[src/rtl/mem_monitor_pkg.sv]
// Shared types and helpers for the data-memory write monitor.
//   mon_state_t : monitor FSM states (IDLE, RUN, PASS, FAIL)
//   idx_width() : width of a slot index, never less than 1 bit
package mem_monitor_pkg;

    typedef enum logic [1:0] {
        MON_IDLE = 2'd0,
        MON_RUN  = 2'd1,
        MON_PASS = 2'd2,
        MON_FAIL = 2'd3
    } mon_state_t;

    function automatic int idx_width(input int n);
        return (n > 1) ? $clog2(n) : 1;
    endfunction

endpackage

[src/rtl/mem_write_monitor_sig_matcher.sv]
// sig_matcher: combinational comparison of one bus store against the
// signature table.
//   memwrite/dataadr/writedata : snooped store (memwrite != 0 means a write)
//   sig_en/sig_addr/sig_data   : per-slot enable and flattened table
//   hit/hit_idx                : full (address and data) match, lowest slot wins
//   addr_hit/addr_hit_idx      : address matches but data differs, lowest slot wins
module sig_matcher
    import mem_monitor_pkg::*;
#(
    parameter int DATA_W  = 64,
    parameter int ADDR_W  = 64,
    parameter int NUM_SIG = 4,
    parameter int IDX_W   = idx_width(NUM_SIG)
) (
    input  logic [1:0]                memwrite,
    input  logic [ADDR_W-1:0]         dataadr,
    input  logic [DATA_W-1:0]         writedata,
    input  logic [NUM_SIG-1:0]        sig_en,
    input  logic [NUM_SIG*ADDR_W-1:0] sig_addr,
    input  logic [NUM_SIG*DATA_W-1:0] sig_data,
    output logic                      hit,
    output logic [IDX_W-1:0]          hit_idx,
    output logic                      addr_hit,
    output logic [IDX_W-1:0]          addr_hit_idx
);

    logic wr;
    assign wr = |memwrite;

    // Scanning from the top slot down lets the lowest matching slot
    // overwrite any higher one, giving a lowest-index priority encoder.
    always_comb begin
        hit          = 1'b0;
        hit_idx      = '0;
        addr_hit     = 1'b0;
        addr_hit_idx = '0;
        for (int i = NUM_SIG - 1; i >= 0; i--) begin
            if (wr && sig_en[i] && (dataadr == sig_addr[i*ADDR_W +: ADDR_W])) begin
                if (writedata == sig_data[i*DATA_W +: DATA_W]) begin
                    hit     = 1'b1;
                    hit_idx = IDX_W'(i);
                end else begin
                    addr_hit     = 1'b1;
                    addr_hit_idx = IDX_W'(i);
                end
            end
        end
    end

endmodule

[src/rtl/mem_write_monitor.sv]
// mem_write_monitor: self-check monitor on the CPU data-memory write bus.
// Once started it waits for a store matching any enabled signature slot
// (PASS) or for the watchdog to expire (FAIL); both outcomes are sticky
// until clear or reset.
// Optional build macro MEM_WRITE_MONITOR_MISMATCH_EN: a store to an enabled
// slot address carrying the wrong data also ends in FAIL.
// Ports:
//   clk, reset             : rising-edge clock, synchronous active-high reset
//   start, clear           : arm (IDLE->RUN), return to IDLE from any state
//   memwrite/dataadr/writedata : snooped store bus
//   sig_en/sig_addr/sig_data   : signature table (slot i at [i*W +: W])
//   pass, fail, done       : sticky status, done = pass | fail
//   match_idx              : slot responsible for the final state
//   cycle_cnt              : cycles spent in RUN, frozen on PASS/FAIL
//   dbg_state              : current FSM state
module mem_write_monitor
    import mem_monitor_pkg::*;
#(
    parameter int DATA_W  = 64,
    parameter int ADDR_W  = 64,
    parameter int NUM_SIG = 4,
    parameter int CNT_W   = 10,
    parameter int TIMEOUT = 32
) (
    input  logic                         clk,
    input  logic                         reset,
    input  logic                         start,
    input  logic                         clear,
    input  logic [1:0]                   memwrite,
    input  logic [ADDR_W-1:0]            dataadr,
    input  logic [DATA_W-1:0]            writedata,
    input  logic [NUM_SIG-1:0]           sig_en,
    input  logic [NUM_SIG*ADDR_W-1:0]    sig_addr,
    input  logic [NUM_SIG*DATA_W-1:0]    sig_data,
    output logic                         pass,
    output logic                         fail,
    output logic                         done,
    output logic [idx_width(NUM_SIG)-1:0] match_idx,
    output logic [CNT_W-1:0]             cycle_cnt,
    output mon_state_t                   dbg_state
);

    localparam int IDX_W = idx_width(NUM_SIG);
    localparam logic [CNT_W-1:0] LAST_CNT = CNT_W'(TIMEOUT - 1);

    mon_state_t       state, state_n;
    logic [CNT_W-1:0] cnt, cnt_n;
    logic [IDX_W-1:0] idx, idx_n;

    logic             hit, addr_hit;
    logic [IDX_W-1:0] hit_idx, addr_hit_idx;

    sig_matcher #(
        .DATA_W  (DATA_W),
        .ADDR_W  (ADDR_W),
        .NUM_SIG (NUM_SIG),
        .IDX_W   (IDX_W)
    ) u_matcher (
        .memwrite     (memwrite),
        .dataadr      (dataadr),
        .writedata    (writedata),
        .sig_en       (sig_en),
        .sig_addr     (sig_addr),
        .sig_data     (sig_data),
        .hit          (hit),
        .hit_idx      (hit_idx),
        .addr_hit     (addr_hit),
        .addr_hit_idx (addr_hit_idx)
    );

`ifndef MEM_WRITE_MONITOR_MISMATCH_EN
    // Wrong-data detection is compiled out; keep the matcher outputs tied off.
    logic unused_mismatch;
    assign unused_mismatch = ^{addr_hit, addr_hit_idx};
`endif

    always_ff @(posedge clk) begin
        if (reset) begin
            state <= MON_IDLE;
            cnt   <= '0;
            idx   <= '0;
        end else begin
            state <= state_n;
            cnt   <= cnt_n;
            idx   <= idx_n;
        end
    end

    always_comb begin
        state_n = state;
        cnt_n   = cnt;
        idx_n   = idx;
        if (clear) begin
            state_n = MON_IDLE;
            cnt_n   = '0;
            idx_n   = '0;
        end else begin
            case (state)
                MON_IDLE: begin
                    cnt_n = '0;
                    if (start) state_n = MON_RUN;
                end
                MON_RUN: begin
                    // The counter advances only while staying in RUN, so it
                    // freezes at the value seen on the deciding cycle.
                    // A match takes precedence over the watchdog.
                    if (hit) begin
                        state_n = MON_PASS;
                        idx_n   = hit_idx;
`ifdef MEM_WRITE_MONITOR_MISMATCH_EN
                    end else if (addr_hit) begin
                        state_n = MON_FAIL;
                        idx_n   = addr_hit_idx;
`endif
                    end else if (cnt == LAST_CNT) begin
                        state_n = MON_FAIL;
                    end else begin
                        cnt_n = cnt + 1'b1;
                    end
                end
                default: ;  // PASS and FAIL hold until clear/reset
            endcase
        end
    end

    assign pass      = (state == MON_PASS);
    assign fail      = (state == MON_FAIL);
    assign done      = pass | fail;
    assign match_idx = idx;
    assign cycle_cnt = cnt;
    assign dbg_state = state;

endmodule

[config.mk]
export PLATFORM = sky130hd
export DESIGN_NAME = mem_write_monitor
export DESIGN_NICKNAME = d
export VERILOG_FILES = /design/src/rtl/mem_monitor_pkg.sv /design/src/rtl/mem_write_monitor_sig_matcher.sv /design/src/rtl/mem_write_monitor.sv
export SDC_FILE = /design/constraint.sdc
export NUM_CORES = 1
export LEC_CHECK = 0
export ABC_AREA = 0
export BUFFER_PORTS_ARGS = -buffer_cell sky130_fd_sc_hd__buf_2
export CAP_MARGIN = 20
export CORE_AREA = 2 2 259 261
export DETAILED_ROUTE_END_ITERATION = 12
export DIE_AREA = 0 0 261 263
export GPL_TIMING_DRIVEN = 0
export MAX_ROUTING_LAYER = met4
export SLEW_MARGIN = 0
export SYNTH_ARGS = -nofsm -noshare
export SYNTH_HDL_FRONTEND = slang
export SYNTH_SLANG_ARGS = --single-unit
[constraint.sdc]
create_clock -name clk -period 5.02 [get_ports clk]
set_clock_uncertainty 0.05 [all_clocks]
set_input_delay 1.506 -clock clk [delete_from_list [all_inputs] [get_ports clk]]
set_output_delay 1.506 -clock clk [all_outputs]
set_load 0.01 [all_outputs]
==> results.sh, run 1 <==
export IMPL_status="did not finish"
export IMPL_lastStage="5_2_route"
export IMPL_firstError="[ERROR DRT-0255] Maze Route cannot find path of net sig_addr[178] in worker of routeBox ( 241500 193200 ) ( 261000 241500 )."
export IMPL_yosys_area_top_type="xnor2_1"
export IMPL_synth_async_sr_flop_share=0
export IMPL_syn_inst=989
export IMPL_rows=94
export IMPL_cts_sinks=14
export IMPL_synth_simple_area_share=0.347
export IMPL_yosysSeqAreaShare=0.0372
export IMPL_synth_top_family_by_area="XOR/XNOR gates"
export IMPL_io_pins=667
export IMPL_routabilityCongestion=0.950
export IMPL_synth_compound_area_share=0.0607
export IMPL_post_dp_hpwl_mm=80.8
export IMPL_die_h_um=263
export IMPL_yosys_register_bits=14
export IMPL_syn_area_um2=7530
export IMPL_synthMuxAreaShare=0.00532
export IMPL_yosys_warnings=0
export IMPL_antenna_found_initial=34
export IMPL_port_buffers=655
export IMPL_h_tree_depth=1
export IMPL_synthDistinctLibCells=64
export IMPL_grt_pass1_wl_mm=108
export IMPL_clockBufferDepth=2
export IMPL_synthAdderAreaFrac=0.00166
export IMPL_worst_endpoint="cycle_cnt[0]$_SDFFE_PP0P_/D"
export IMPL_cts_root_buf="clkbuf_16"
export IMPL_yosys_top_cells_count="xnor2_1, xor2_1, nand4_1"
export IMPL_grt_max_degree=11
export IMPL_post_cts_buffers=0
export IMPL_grt_pass1_vias=11000
export IMPL_synth_xor_xnor_area_share=0.521
export IMPL_start_util=0.115
export IMPL_ys_flop_type="dfxtp_1"
export IMPL_worst_endpoint_kind="register input"
export IMPL_synth_nets=1640
export IMPL_grt_overflow_total=0
export IMPL_track_usage=0.254
export IMPL_synth_most_common_cell="xnor2_1"
export IMPL_synth_edf_count=0
export IMPL_fp_dieW_um=261
export IMPL_cts_buffers=3
export IMPL_synth_top_area_share=0.309
export IMPL_synth_area_top_cells="xnor2_1, xor2_1, nand4_1, nand2b_1, nor4_1"
export IMPL_synth_avg_cell_area_um2=7.61
==> per-layer routing <==
metal  track usage
met1         0.335
met2         0.393
met3        0.0334
met4        0.0949
met5             -
==> stage by stage <==
step                       util  hold slack [ns]  instance area [um2]  setup WS (ns)  std cells
after global routing      0.185            0.436                12100         0.0721       2537
after CTS                 0.184            0.422                12100         0.0127       2516
after detailed placement  0.182            0.411                12000         -0.479       2513
after global placement    0.181            0.411                11900          -1.06       2508
after floorplan               -            0.448                 7530           1.01        989
==> cells by family after synthesis <==
logic type                 after synthesis
and+or+nand+nor                        413
buffers and inverters                   52
muxes                                    4
xor gates and xnor gates               448
AOI/OAI and AO/OA                       57
DFF                                     14
adders and majority gates                1
==> what timing repair did <==
action	in CTS	in global routing
pin swaps	1	0
hold buffers	0	0
resized for setup	4	3
endpoints found under the setup margin	11	1
==> inputs of run 2 (changes only) <==
--- a/config.mk
+++ b/config.mk
@@ -12,7 +12,7 @@
 export DETAILED_ROUTE_END_ITERATION = 12
 export DIE_AREA = 0 0 261 263
 export GPL_TIMING_DRIVEN = 0
-export MAX_ROUTING_LAYER = met4
+export PLACE_DENSITY_LB_ADDON = 0.15
 export SLEW_MARGIN = 0
 export SYNTH_ARGS = -nofsm -noshare
 export SYNTH_HDL_FRONTEND = slang
==> results.sh, run 2 <==
export IMPL_status="finished, final reports clean"
export IMPL_start_util=0.115
export IMPL_setup_violations=0
export IMPL_io_pins=667
export IMPL_synth_edf_count=0
export IMPL_cts_sinks=14
export IMPL_yosys_warnings=0
export IMPL_post_cts_buffers=0
export IMPL_setup_tns_ns=0
export IMPL_drtAntennaViolNets=0
export IMPL_startpoint="memwrite[1]"
export IMPL_grt_pass1_vias=11500
export IMPL_fmax_ghz=0.207
export IMPL_final_util=0.184
export IMPL_grt_max_degree=11
export IMPL_viasPerCell=4.24
export IMPL_worstPathRequired_ns=5.15
export IMPL_syn_to_final_growth_pct=60.3
export IMPL_multi_input_area_um2=7070
export IMPL_grt_overflow_total=0
export IMPL_worstSkewPairLatency_ns=0.25
export IMPL_drt_total_wl_mm=85.0
export IMPL_final_cell_mix="buf_2, xnor2_1, xor2_1"
export IMPL_rows=94
export IMPL_power_density_nw_per_um2=118
export IMPL_post_dp_hpwl_mm=77.5
export IMPL_worstSetupPathType="input port to flop"
export IMPL_yosys_area_top_type="xnor2_1"
export IMPL_synth_top_area_share=0.309
export IMPL_p_leak_nw=5.08
export IMPL_ys_flop_type="dfxtp_1"
export IMPL_die_h_um=263
export IMPL_cts_root_buf="clkbuf_16"
export IMPL_post_route_period_util=0.962
export IMPL_worst_pin_slew_ns=1.06
export IMPL_synthDistinctLibCells=64
export IMPL_vias=10700
export IMPL_layout_nets=2307
export IMPL_synth_async_sr_flop_share=0
export IMPL_ctsHoldBuffers=0
export IMPL_finalMaxSlewViolations=0
export IMPL_post_cts_resized=2
export IMPL_path_max_fanout=10
export IMPL_yosysSeqAreaShare=0.0372
export IMPL_r2r_start="cycle_cnt[0]"
export IMPL_final_common_cell="buf_2"
export IMPL_hold_depth=2
export IMPL_drv_cap=0
export IMPL_avgRoutedWirePerCell_um=33.7
export IMPL_ff_latch_area_um2=280
export IMPL_min_from="cycle_cnt[4]"
export IMPL_core_area_um2=65600
export IMPL_clockBufferDepth=2
export IMPL_synth_nets=1640
export IMPL_yosys_top_cells_count="xnor2_1, xor2_1, nand4_1"
export IMPL_rsz0062_at_grt="no"
export IMPL_syn_area_um2=7530
export IMPL_h_tree_depth=1
export IMPL_port_buffers=655
export IMPL_cp_arrival_ns=4.95
export IMPL_fin_crit_ns=4.83
export IMPL_pre_cts_ws_ns=-0.290
export IMPL_reg2reg_depth=6
export IMPL_hold_violations=0
export IMPL_track_usage=0.238
export IMPL_end_kind="flop"
export IMPL_drive_above_1_share=0.419
export IMPL_dieArea_um2=68600
export IMPL_antenna_found_initial=13
export IMPL_grt_pass1_wl_mm=108
export IMPL_synth_most_common_cell="xnor2_1"
export IMPL_routabilityCongestion=0.840
export IMPL_syn_inst=989
export IMPL_drc_errors=0
export IMPL_drt_iter0_drc=678
export IMPL_cts_tree="built"
export IMPL_fp_dieW_um=261
export IMPL_synth_area_top_cells="xnor2_1, xor2_1, nand4_1, nand2b_1, nor4_1"
export IMPL_drt_pass1_iter_count=5
export IMPL_clk_pin_slew_ns=0.05
export IMPL_hold_path_class="flop to flop"
export IMPL_yosys_register_bits=14
export IMPL_ir_drop_v=0.0000853
export IMPL_largest_reg_flops=10
export IMPL_synth_avg_cell_area_um2=7.61
export IMPL_max_slew_margin=0.284
export IMPL_setup_slack_ns=0.193
export IMPL_cts_buffers=3
export IMPL_critPathLaunchType="input port"
export IMPL_fillers=7722
[run 2: final cells by class]
cell class,count,area share
flip-flops and latches,14,0.0232
inverters,35,0.0109
plain buffers,17,0.00612
multi-input cells,923,0.586
clock buffers,4,0.00736
diodes,7,0.00145
well taps,864,0.0896
repair buffers,662,0.276
[run 2: worst paths after layout]
check | slack (ns) | to
setup / recovery | 0.19 | cycle_cnt[5]
hold / removal | 0.45 | cycle_cnt[4]
setup reg to reg | 2.74 | cycle_cnt[9]
hold reg to reg | 0.45 | cycle_cnt[4]
[run 2: critical path, stage by stage]
cell       delay, ns
buf_2           0.10
or2_0           0.10
clkbuf_1        0.71
o2111ai_1       0.32
or4_1           0.58
nor4_2          0.57
and4_1          0.35
o41ai_1         0.08
buf_2           0.18
buf_6           0.16
nand3_2         0.08
mux2i_1         0.20
[run 2: cells by family after synthesis]
kind of cell,count (synthesis),share of synthesized area
XOR/XNOR,448,0.521
AND/OR/NAND/NOR,413,0.347
AO/OA/AOI/OAI,57,0.0607
buffers and inverters,52,0.0271
flip-flops,14,0.0372
multiplexers,4,0.00532
adder cells (fa/ha/maj),1,0.00166
[run 2: stage by stage]
step	hold WS, ns	std cells	instance area, um2	total power, mW
after CTS	0.448	2519	12000	1.45
after global routing	0.460	2519	12100	1.51
final	0.449	2526	12100	1.43
after global placement	0.441	2508	11900	1.25
after floorplan	0.448	989	7530	0.540
after detailed placement	0.439	2515	12000	1.26
[run 2: power by group]
part / internal [mW] / total [mW] / leakage (nW) / switching (mW)
Sequential: 0.112 / 0.113 / 0.113 / 0.000861
Clock: 0.121 / 0.178 / 0.0442 / 0.0562
Combinational: 0.450 / 1.14 / 4.93 / 0.685
Total: 0.683 / 1.43 / 5.08 / 0.742
[run 2: metal layers]
layer	global-route usage	part of all wire	wire [um]	vias up
li1	-	-	-	4885
met3	0.0244	0.054	4570	48
met2	0.433	0.50	42500	536
met1	0.307	0.43	36700	5240
met4	0.0296	0.014	1190	6
met5	0	0.00045	38	-
(Power assumes the default switching activity.)
